$ cat config.mk
export PLATFORM = sky130hd
export DESIGN_NAME = sd_sector_loader_flat
export DESIGN_NICKNAME = d
export VERILOG_FILES = /design/src/rtl/sd_sector_loader_pkg.sv /design/src/rtl/sd_sector_loader_if.sv /design/src/rtl/sd_sector_loader_packer.sv /design/src/rtl/sd_sector_loader.sv /design/src/flat_wrapper.sv
export SDC_FILE = /design/constraint.sdc
export NUM_CORES = 1
export LEC_CHECK = 0
export CAP_MARGIN = 5
export CORE_MARGIN = 2
export CORE_UTILIZATION = 55
export CTS_BUF_LIST = sky130_fd_sc_hd__clkbuf_4 sky130_fd_sc_hd__clkbuf_8 sky130_fd_sc_hd__clkbuf_16
export DETAILED_ROUTE_END_ITERATION = 16
export MAX_ROUTING_LAYER = met4
export PLACE_DENSITY = 0.83
export SLEW_MARGIN = 0
export SYNTH_ARGS = -nofsm -noshare
export SYNTH_HDL_FRONTEND = slang
export SYNTH_SLANG_ARGS = --single-unit
$ cat constraint.sdc
create_clock -name clk -period 5.5 [get_ports clk]
set_input_delay 0.55 -clock clk [delete_from_list [all_inputs] [get_ports clk]]
set_output_delay 0.55 -clock clk [all_outputs]
set_load 0.005 [all_outputs]
$ cat src/rtl/sd_sector_loader_pkg.sv
`default_nettype none
// ============================================================================
// Module   : sd_pkg
// Brief    : Shared constants, loader state encoding and an address helper
//            for the SD sector boot loader.
// Revision : 1.0 - initial release
// ============================================================================
package sd_pkg;

  localparam int SD_SECTOR_BYTES     = 512;
  localparam int SD_SECTOR_SHIFT     = 9;
  localparam int SD_WORDS_PER_SECTOR = 128;

  typedef enum logic [2:0] {
    IDLE       = 3'd0,
    WAIT_READY = 3'd1,
    ISSUE      = 3'd2,
    RECEIVE    = 3'd3,
    NEXT       = 3'd4,
    DONE       = 3'd5
  } loader_state_e;

  // Byte address of the first byte of a sector.
  function automatic logic [31:0] sector_byte_addr(input logic [31:0] sector);
    return sector << SD_SECTOR_SHIFT;
  endfunction

endpackage
`default_nettype wire

$ cat src/rtl/sd_sector_loader_if.sv
`default_nettype none
// ============================================================================
// Module   : sd_sector_loader_if
// Brief    : SD byte-read bus plus memory word-write port. The loader is the
//            master; the SD controller / memory side is the slave.
// Revision : 1.0 - initial release
// ============================================================================
interface sd_sector_loader_if #(
  parameter int MEM_ADDR_WIDTH = 16
);

  logic                      sd_ready;
  logic                      sd_rd;
  logic [31:0]               sd_address;
  logic [7:0]                sd_dout;
  logic                      sd_byte_available;
  logic                      mem_we;
  logic [MEM_ADDR_WIDTH-1:0] mem_addr;
  logic [31:0]               mem_wdata;

  modport master (
    input  sd_ready, sd_dout, sd_byte_available,
    output sd_rd, sd_address, mem_we, mem_addr, mem_wdata
  );

  modport slave (
    output sd_ready, sd_dout, sd_byte_available,
    input  sd_rd, sd_address, mem_we, mem_addr, mem_wdata
  );

endinterface
`default_nettype wire

$ cat src/rtl/sd_sector_loader_packer.sv
`default_nettype none
// ============================================================================
// Module   : sd_byte_packer
// Brief    : Rising-edge byte strobe detection and big-endian packing of four
//            bytes into a 32-bit word with a registered word-valid strobe.
// Revision : 1.0 - initial release
// ============================================================================
module sd_byte_packer (
  input  logic        clk,
  input  logic        reset_n,
  input  logic        clear,
  input  logic        enable,
  input  logic        byte_strobe,
  input  logic [7:0]  byte_in,
  output logic        byte_accept,
  output logic        word_valid,
  output logic [31:0] word
);

  logic        strobe_q,     strobe_d;
  logic [1:0]  lane_q,       lane_d;
  logic [23:0] shift_q,      shift_d;
  logic [31:0] word_q,       word_d;
  logic        word_valid_q, word_valid_d;

  // Edge detect and word assembly; first byte of a group lands in the MSB.
  always_comb begin
    strobe_d     = byte_strobe;
    lane_d       = lane_q;
    shift_d      = shift_q;
    word_d       = word_q;
    word_valid_d = 1'b0;
    byte_accept  = enable & byte_strobe & ~strobe_q;
    if (clear) begin
      lane_d  = 2'd0;
      shift_d = '0;
    end else if (byte_accept) begin
      lane_d  = lane_q + 2'd1;
      shift_d = {shift_q[15:0], byte_in};
      if (lane_q == 2'd3) begin
        word_d       = {shift_q, byte_in};
        word_valid_d = 1'b1;
      end
    end
  end

  // Packer state registers; strobe history always tracks the input level.
  always_ff @(posedge clk) begin
    if (!reset_n) begin
      strobe_q     <= 1'b0;
      lane_q       <= 2'd0;
      shift_q      <= '0;
      word_q       <= '0;
      word_valid_q <= 1'b0;
    end else begin
      strobe_q     <= strobe_d;
      lane_q       <= lane_d;
      shift_q      <= shift_d;
      word_q       <= word_d;
      word_valid_q <= word_valid_d;
    end
  end

  assign word_valid = word_valid_q;
  assign word       = word_q;

endmodule
`default_nettype wire

$ cat src/rtl/sd_sector_loader.sv
`default_nettype none
// ============================================================================
// Module   : sd_sector_loader
// Brief    : Boot loader. Reads SECTOR_COUNT contiguous 512-byte sectors from
//            the SD controller starting at START_SECTOR and writes them as
//            big-endian 32-bit words to memory from word address 0.
//            Optional macro SD_TIMEOUT_EN adds an idle-cycle watchdog that
//            aborts the load and raises a sticky error.
// Revision : 1.0 - initial release
// ============================================================================
module sd_sector_loader
  import sd_pkg::*;
#(
  parameter int START_SECTOR   = 0,
  parameter int SECTOR_COUNT   = 8,
  parameter int MEM_ADDR_WIDTH = 16,
  parameter int TIMEOUT_CYCLES = 65535
) (
  input  logic                clk,
  input  logic                reset_n,
  input  logic                start,
  output logic                busy,
  output logic                done,
  output logic                error,
  sd_sector_loader_if.master  bus
);

  localparam logic [8:0] LAST_BYTE = 9'(SD_SECTOR_BYTES - 1);

  loader_state_e             state_q,      state_d;
  logic [15:0]               sector_cnt_q, sector_cnt_d;
  logic [8:0]                byte_cnt_q,   byte_cnt_d;
  logic [31:0]               sd_address_q, sd_address_d;
  logic [MEM_ADDR_WIDTH-1:0] mem_addr_q,   mem_addr_d;

  logic        start_accept;
  logic        byte_accept;
  logic        timeout;
  logic        last_sector;
  logic        word_valid;
  logic [31:0] word;

  sd_byte_packer u_packer (
    .clk         (clk),
    .reset_n     (reset_n),
    .clear       (start_accept),
    .enable      (state_q == RECEIVE),
    .byte_strobe (bus.sd_byte_available),
    .byte_in     (bus.sd_dout),
    .byte_accept (byte_accept),
    .word_valid  (word_valid),
    .word        (word)
  );

  assign last_sector = ({1'b0, sector_cnt_q} + 17'd1) == 17'(SECTOR_COUNT);

`ifdef SD_TIMEOUT_EN
  logic [31:0] tmo_cnt_q, tmo_cnt_d;
  logic        error_q,   error_d;

  // Watchdog: counts cycles without progress while waiting on the controller.
  always_comb begin
    tmo_cnt_d = '0;
    timeout   = 1'b0;
    error_d   = error_q;
    if ((state_q == WAIT_READY && !bus.sd_ready) ||
        (state_q == RECEIVE && !byte_accept)) begin
      tmo_cnt_d = tmo_cnt_q + 32'd1;
      if (tmo_cnt_d == 32'(TIMEOUT_CYCLES)) begin
        timeout   = 1'b1;
        tmo_cnt_d = '0;
      end
    end
    if (start_accept) begin
      error_d = 1'b0;
    end else if (timeout) begin
      error_d = 1'b1;
    end
  end

  // Watchdog counter and sticky error flag.
  always_ff @(posedge clk) begin
    if (!reset_n) begin
      tmo_cnt_q <= '0;
      error_q   <= 1'b0;
    end else begin
      tmo_cnt_q <= tmo_cnt_d;
      error_q   <= error_d;
    end
  end

  assign error = error_q;
`else
  assign timeout = 1'b0;
  // The watchdog limit has no effect in this build; error is constant 0.
  assign error   = (TIMEOUT_CYCLES < 0);
`endif

  // Load sequencing, sector/byte counting and address generation.
  always_comb begin
    state_d      = state_q;
    sector_cnt_d = sector_cnt_q;
    byte_cnt_d   = byte_cnt_q;
    sd_address_d = sd_address_q;
    mem_addr_d   = mem_addr_q;
    start_accept = 1'b0;
    if (word_valid) begin
      mem_addr_d = mem_addr_q + MEM_ADDR_WIDTH'(1);
    end
    case (state_q)
      IDLE: begin
        if (start) begin
          start_accept = 1'b1;
          state_d      = WAIT_READY;
          sector_cnt_d = '0;
          byte_cnt_d   = '0;
          mem_addr_d   = '0;
          sd_address_d = sector_byte_addr(32'(START_SECTOR));
        end
      end
      WAIT_READY: begin
        if (timeout) begin
          state_d = IDLE;
        end else if (bus.sd_ready) begin
          state_d = ISSUE;
        end
      end
      ISSUE: begin
        state_d = RECEIVE;
      end
      RECEIVE: begin
        if (timeout) begin
          state_d = IDLE;
        end else if (byte_accept) begin
          byte_cnt_d = byte_cnt_q + 9'd1;
          if (byte_cnt_q == LAST_BYTE) begin
            state_d = NEXT;
          end
        end
      end
      NEXT: begin
        if (last_sector) begin
          state_d = DONE;
        end else begin
          sector_cnt_d = sector_cnt_q + 16'd1;
          sd_address_d = sector_byte_addr(32'(START_SECTOR) + 32'(sector_cnt_q) + 32'd1);
          state_d      = WAIT_READY;
        end
      end
      DONE: begin
        state_d = IDLE;
      end
      default: begin
        state_d = IDLE;
      end
    endcase
  end

  // Loader state registers.
  always_ff @(posedge clk) begin
    if (!reset_n) begin
      state_q      <= IDLE;
      sector_cnt_q <= '0;
      byte_cnt_q   <= '0;
      sd_address_q <= '0;
      mem_addr_q   <= '0;
    end else begin
      state_q      <= state_d;
      sector_cnt_q <= sector_cnt_d;
      byte_cnt_q   <= byte_cnt_d;
      sd_address_q <= sd_address_d;
      mem_addr_q   <= mem_addr_d;
    end
  end

  assign busy           = (state_q == WAIT_READY) || (state_q == ISSUE) ||
                          (state_q == RECEIVE)    || (state_q == NEXT);
  assign done           = (state_q == DONE);
  assign bus.sd_rd      = (state_q == ISSUE);
  assign bus.sd_address = sd_address_q;
  assign bus.mem_we     = word_valid;
  assign bus.mem_addr   = mem_addr_q;
  assign bus.mem_wdata  = word;

endmodule
`default_nettype wire

$ cat src/flat_wrapper.sv
// flat-port wrapper written by rule: the top's interface ports become plain ports
module sd_sector_loader_flat import sd_pkg::*;
#(
  parameter int START_SECTOR   = 0,
  parameter int SECTOR_COUNT   = 8,
  parameter int MEM_ADDR_WIDTH = 16,
  parameter int TIMEOUT_CYCLES = 65535
)
  (clk, reset_n, start, busy, done, error, bus_sd_ready, bus_sd_dout, bus_sd_byte_available, bus_sd_rd, bus_sd_address, bus_mem_we, bus_mem_addr, bus_mem_wdata);
  sd_sector_loader_if #(.MEM_ADDR_WIDTH(MEM_ADDR_WIDTH)) bus_i ();
  input  logic clk;
  input  logic reset_n;
  input  logic start;
  output logic busy;
  output logic done;
  output logic error;
  input wire logic [$bits(bus_i.sd_ready)-1:0] bus_sd_ready;
  input wire logic [$bits(bus_i.sd_dout)-1:0] bus_sd_dout;
  input wire logic [$bits(bus_i.sd_byte_available)-1:0] bus_sd_byte_available;
  output wire logic [$bits(bus_i.sd_rd)-1:0] bus_sd_rd;
  output wire logic [$bits(bus_i.sd_address)-1:0] bus_sd_address;
  output wire logic [$bits(bus_i.mem_we)-1:0] bus_mem_we;
  output wire logic [$bits(bus_i.mem_addr)-1:0] bus_mem_addr;
  output wire logic [$bits(bus_i.mem_wdata)-1:0] bus_mem_wdata;
  assign bus_i.sd_ready = bus_sd_ready;
  assign bus_i.sd_dout = bus_sd_dout;
  assign bus_i.sd_byte_available = bus_sd_byte_available;
  assign bus_sd_rd = bus_i.sd_rd;
  assign bus_sd_address = bus_i.sd_address;
  assign bus_mem_we = bus_i.mem_we;
  assign bus_mem_addr = bus_i.mem_addr;
  assign bus_mem_wdata = bus_i.mem_wdata;
  sd_sector_loader #(.START_SECTOR(START_SECTOR), .SECTOR_COUNT(SECTOR_COUNT), .MEM_ADDR_WIDTH(MEM_ADDR_WIDTH), .TIMEOUT_CYCLES(TIMEOUT_CYCLES)) u_core (.clk(clk), .reset_n(reset_n), .start(start), .busy(busy), .done(done), .error(error), .bus(bus_i));
endmodule
==> impl_metrics.csv <==
group,metric,value,unit
critical_path,path_class,"input pin to register",
yosys,postSynthAreaPerCell,8.244,um2
detailed_routing,via_per_inst,5.431,
cts,cts_resized,0,
timing,finalHoldViolCount,0,
detailed_routing,vias,3943,
detailed_routing,drc,0,
critical_path,crit_start,"bus_sd_byte_available",
hold_path,min_from,"u_core.u_packer.shift_q[16]",
floorplan,io_pins,98,
timing,finalClockSkew,0.01188,ns
final_layout,finalInstanceArea,5518,um2
yosys,synth_area_leaders,"dfxtp_1, nand2_1, a21boi_0, a21oi_1, xor2_1",
cts,cts.clk_slew.worst_paths,0.09,ns
final_layout,instances_no_fill,726,
detailed_routing,dr.pass1.iters,4,
detailed_routing,antenna_left,0,
placement,numPlacedInstances,710,
critical_path,crit_arrival,3.33,ns
detailed_routing,wire_per_inst,13.93,um
critical_path,critPathMaxStageDelay,0.92,ns
critical_path,r2r_start,"u_core.state_q[2]",
floorplan,initial_core_util,55.95,%
yosys,yosys_warnings,0,
critical_path,slowest_stage,"nand2_1",
yosys,synthFlopType,"dfxtp_1",
outcome,status,"completed",
critical_path,cp.required,5.75,ns
placement,io_buffer_count,81,
timing,final.setup.tns,0,ns
cts,clkLatencyLatePin,0.37,ns
floorplan,fp.coreArea,8134,um2
critical_path,path_delay_family,"simple AND/OR/NAND/NOR gates",
cts,cts_max_path_buffers,2,
yosys,synth.distinct_cells,48,
timing,grt_setup_unrepaired,"false",
final_layout,antenna_cells,0,
yosys,yosys.area.top_type,"dfxtp_1",
critical_path,start_kind,"input pin",
floorplan,die_width,94.96,um
critical_path,worstPathCellList,"clkdlybuf4s50_1 > nand2b_1 > nor2_2 > nand2_1 > nand2_1 > a21boi_0",
power_and_ir_drop,p_leak,1.843,nW
yosys,ys_async_sr_fraction,0,%
placement,gp_congestion,0.8771,
critical_path,critPathCaptureType,"register",
critical_path,crit_end,"u_core.u_packer.word[21]",
cts,htree_num_levels,3,
critical_path,reg2reg_slack,2.43,ns
yosys,synth_top_area_share,46.19,%
floorplan,dieArea,9017,um2
critical_path,cp_max_fo,32,
critical_path,critPathBufInv,1,
grt,grt_pass1_vias,3716,
final_layout,layout.nets,634,
timing,timing.final.crit_share,56.04,%
timing,setup_violations,0,
timing,timing.slew.headroom,25.17,%
yosys,ys_seq_area_share,46.19,%
timing,fmax,0.3245,GHz
placement,dp_hpwl,7039,um
detailed_routing,wl,10110,um
grt,overflow,0,
floorplan,num_rows,33,
detailed_routing,first_iter_violations,163,
yosys,synth_edf_count,0,
timing,fin_crit,3.082,ns
final_layout,area_growth_syn_to_layout,21.25,%
grt,grt_pass1_wl,16660,um
critical_path,path_common_cell,"nand2_1",
final_layout,drive_gt1_share,5.797,%
cts,hold_buffers,0,
placement,place_area,5330,um2
timing,drv_slew,0,
critical_path,worstReg2RegEnd,"u_core.u_packer.word[21]",
yosys,synthCells,552,
cts,cts_tree,"yes",
grt,antenna_found_initial,0,
cts,numCtsBuffers,9,
yosys,yosys_register_bits,105,
yosys,synth_area,4551,um2
grt,grtUsageTotal,23.87,%
timing,tightest_slew,1.122,ns
cts,cts_num_sinks,105,
hold_path,hp-class,"register to register",
cts,cts_setup_buffers,0,
critical_path,path_depth,6,
run,maxCapViolCount,0,
critical_path,r2r_cells,5,
power_and_ir_drop,peakVddDrop,0.0001551,V
power_and_ir_drop,p_per_area,230.9,nW/um2
grt,grt_max_degree,54,
floorplan,fp.dieH,94.96,um
cts,root_buffer,"clkbuf_8",
==> layout make-up <==
| cell class | instances | area [um2] |
|---|---|---|
| timing repair buffer | 82 | 818.3 |
| sequential | 105 | 2102 |
| tap | 105 | 131.4 |
| clock inverter | 6 | 50.05 |
| multi-input combinational | 412 | 2256 |
| clock buffer | 10 | 137.6 |
| inverter | 6 | 22.52 |
| fill | 678 | 2616 |
==> through the flow <==
step | hold WS (ns) | util, % | power, mW | worst slack [ns]
after global placement | 0.4423 | 65.53 | 0.8384 | 2.153
after detailed placement | 0.4499 | 65.53 | 0.8394 | 2.052
after CTS | 0.4640 | 67.84 | 1.286 | 2.394
after floorplan | 0.4366 | - | 0.8272 | 3.618
final | 0.4621 | 67.84 | 1.274 | 2.418
after global routing | 0.4916 | 67.84 | 1.321 | 2.059
==> report_power, final <==
group / internal, mW / total [mW] / leakage (nW) / switching, mW
Clock: 0.184 / 0.452 / 0.0952 / 0.269
Combinational: 0.0209 / 0.0565 / 0.902 / 0.0356
Sequential: 0.762 / 0.766 / 0.846 / 0.00369
==> routing by layer <==
metal	routed length, um	global-route usage, %	share of wire (%)	vias to the layer above
li1	-	-	-	1954
met1	4603	29.51	46	1864
met2	4893	39.42	48	111
met3	472	4.070	4.7	14
met4	144	8.454	1.4	0
met5	0	-	0	-
==> sequential cells by signal (all words and copies together) (netlist names) <==
| signal | count |
|---|---|
| u_core.state_q | 3 |
| u_core.bus.mem_addr | 16 |
| u_core.sector_cnt_q | 15 |
| u_core.u_packer.lane_q | 2 |
| u_core.bus.sd_address | 2 |
| u_core.byte_cnt_q | 9 |
| u_core.u_packer.strobe_q | 1 |
| u_core.u_packer.word | 32 |
| u_core.u_packer.word_valid | 1 |
| u_core.u_packer.shift_q | 24 |
==> worst min path at each step <==
stage                     cells after the start                           to  slack [ns]
after floorplan                               2  u_core.u_packer.shift_q[16]        0.44
after global placement                        2  u_core.u_packer.shift_q[16]        0.44
after detailed placement                      2  u_core.u_packer.shift_q[20]        0.45
after CTS                                     2  u_core.u_packer.shift_q[16]        0.46
after global routing                          2    u_core.u_packer.lane_q[1]        0.49
final                                         2  u_core.u_packer.shift_q[16]        0.46
==> worst register-to-register path, delay by kind of cell (launching register included) <==
| kind | cells | cell delay [ns] |
|---|---|---|
| simple gates | 4 | 2.38 |
| flops | 1 | 0.47 |
| compound gates | 1 | 0.11 |
==> kinds of logic after synthesis <==
| logic type | share of synthesized area (%) |
|---|---|
| and+or+nand+nor | 25.49 |
| AOI/OAI and AO/OA | 15.53 |
| DFF | 46.19 |
| buffers and inverters | 5.581 |
| xor gates and xnor gates | 4.812 |
| adders and majority gates | 1.375 |
| muxes | 0.9348 |
| other | 0.08241 |
==> cell usage after synthesis (2+ instances only) <==
master and number:
inv_1 6, o31ai_2 4, a21oi_1 34, mux2i_1 2
a22oi_1 2, buf_4 17, nor3b_1 2, buf_2 2
and2_1 5, or2_2 2, o21ai_0 13, a21boi_0 34
nor3_1 6, buf_1 2, clkbuf_1 23, nor2_1 34
xor2_1 19, mux2_2 2, nor2b_1 4, nor4_1 4
nand3_1 18, o211ai_1 6, a211o_1 2, nand4_1 8
xnor2_1 6, ha_1 5, or3_1 6, nand3b_1 2
nand2_1 148, and3_1 9, o31ai_1 4, dfxtp_1 105
==> placed cells by master (no fill, tap or decap), types with 4 or more instances in the layout <==
master,count
dfxtp_1,105
and2_1,5
o31ai_2,4
clkdlybuf4s50_1,81
ha_1,5
or3_1,6
nand4_1,8
nor4_1,4
xnor2_1,6
o31ai_1,4
nand3_1,18
conb_1,16
inv_1,6
a21boi_0,34
and3_1,9
clkbuf_8,10
o21ai_0,13
nand2_1,147
nor3_1,6
nor2b_1,4
xor2_1,19
o211ai_1,6
a21oi_1,34
nor2_1,33
(Power assumes the default switching activity.)
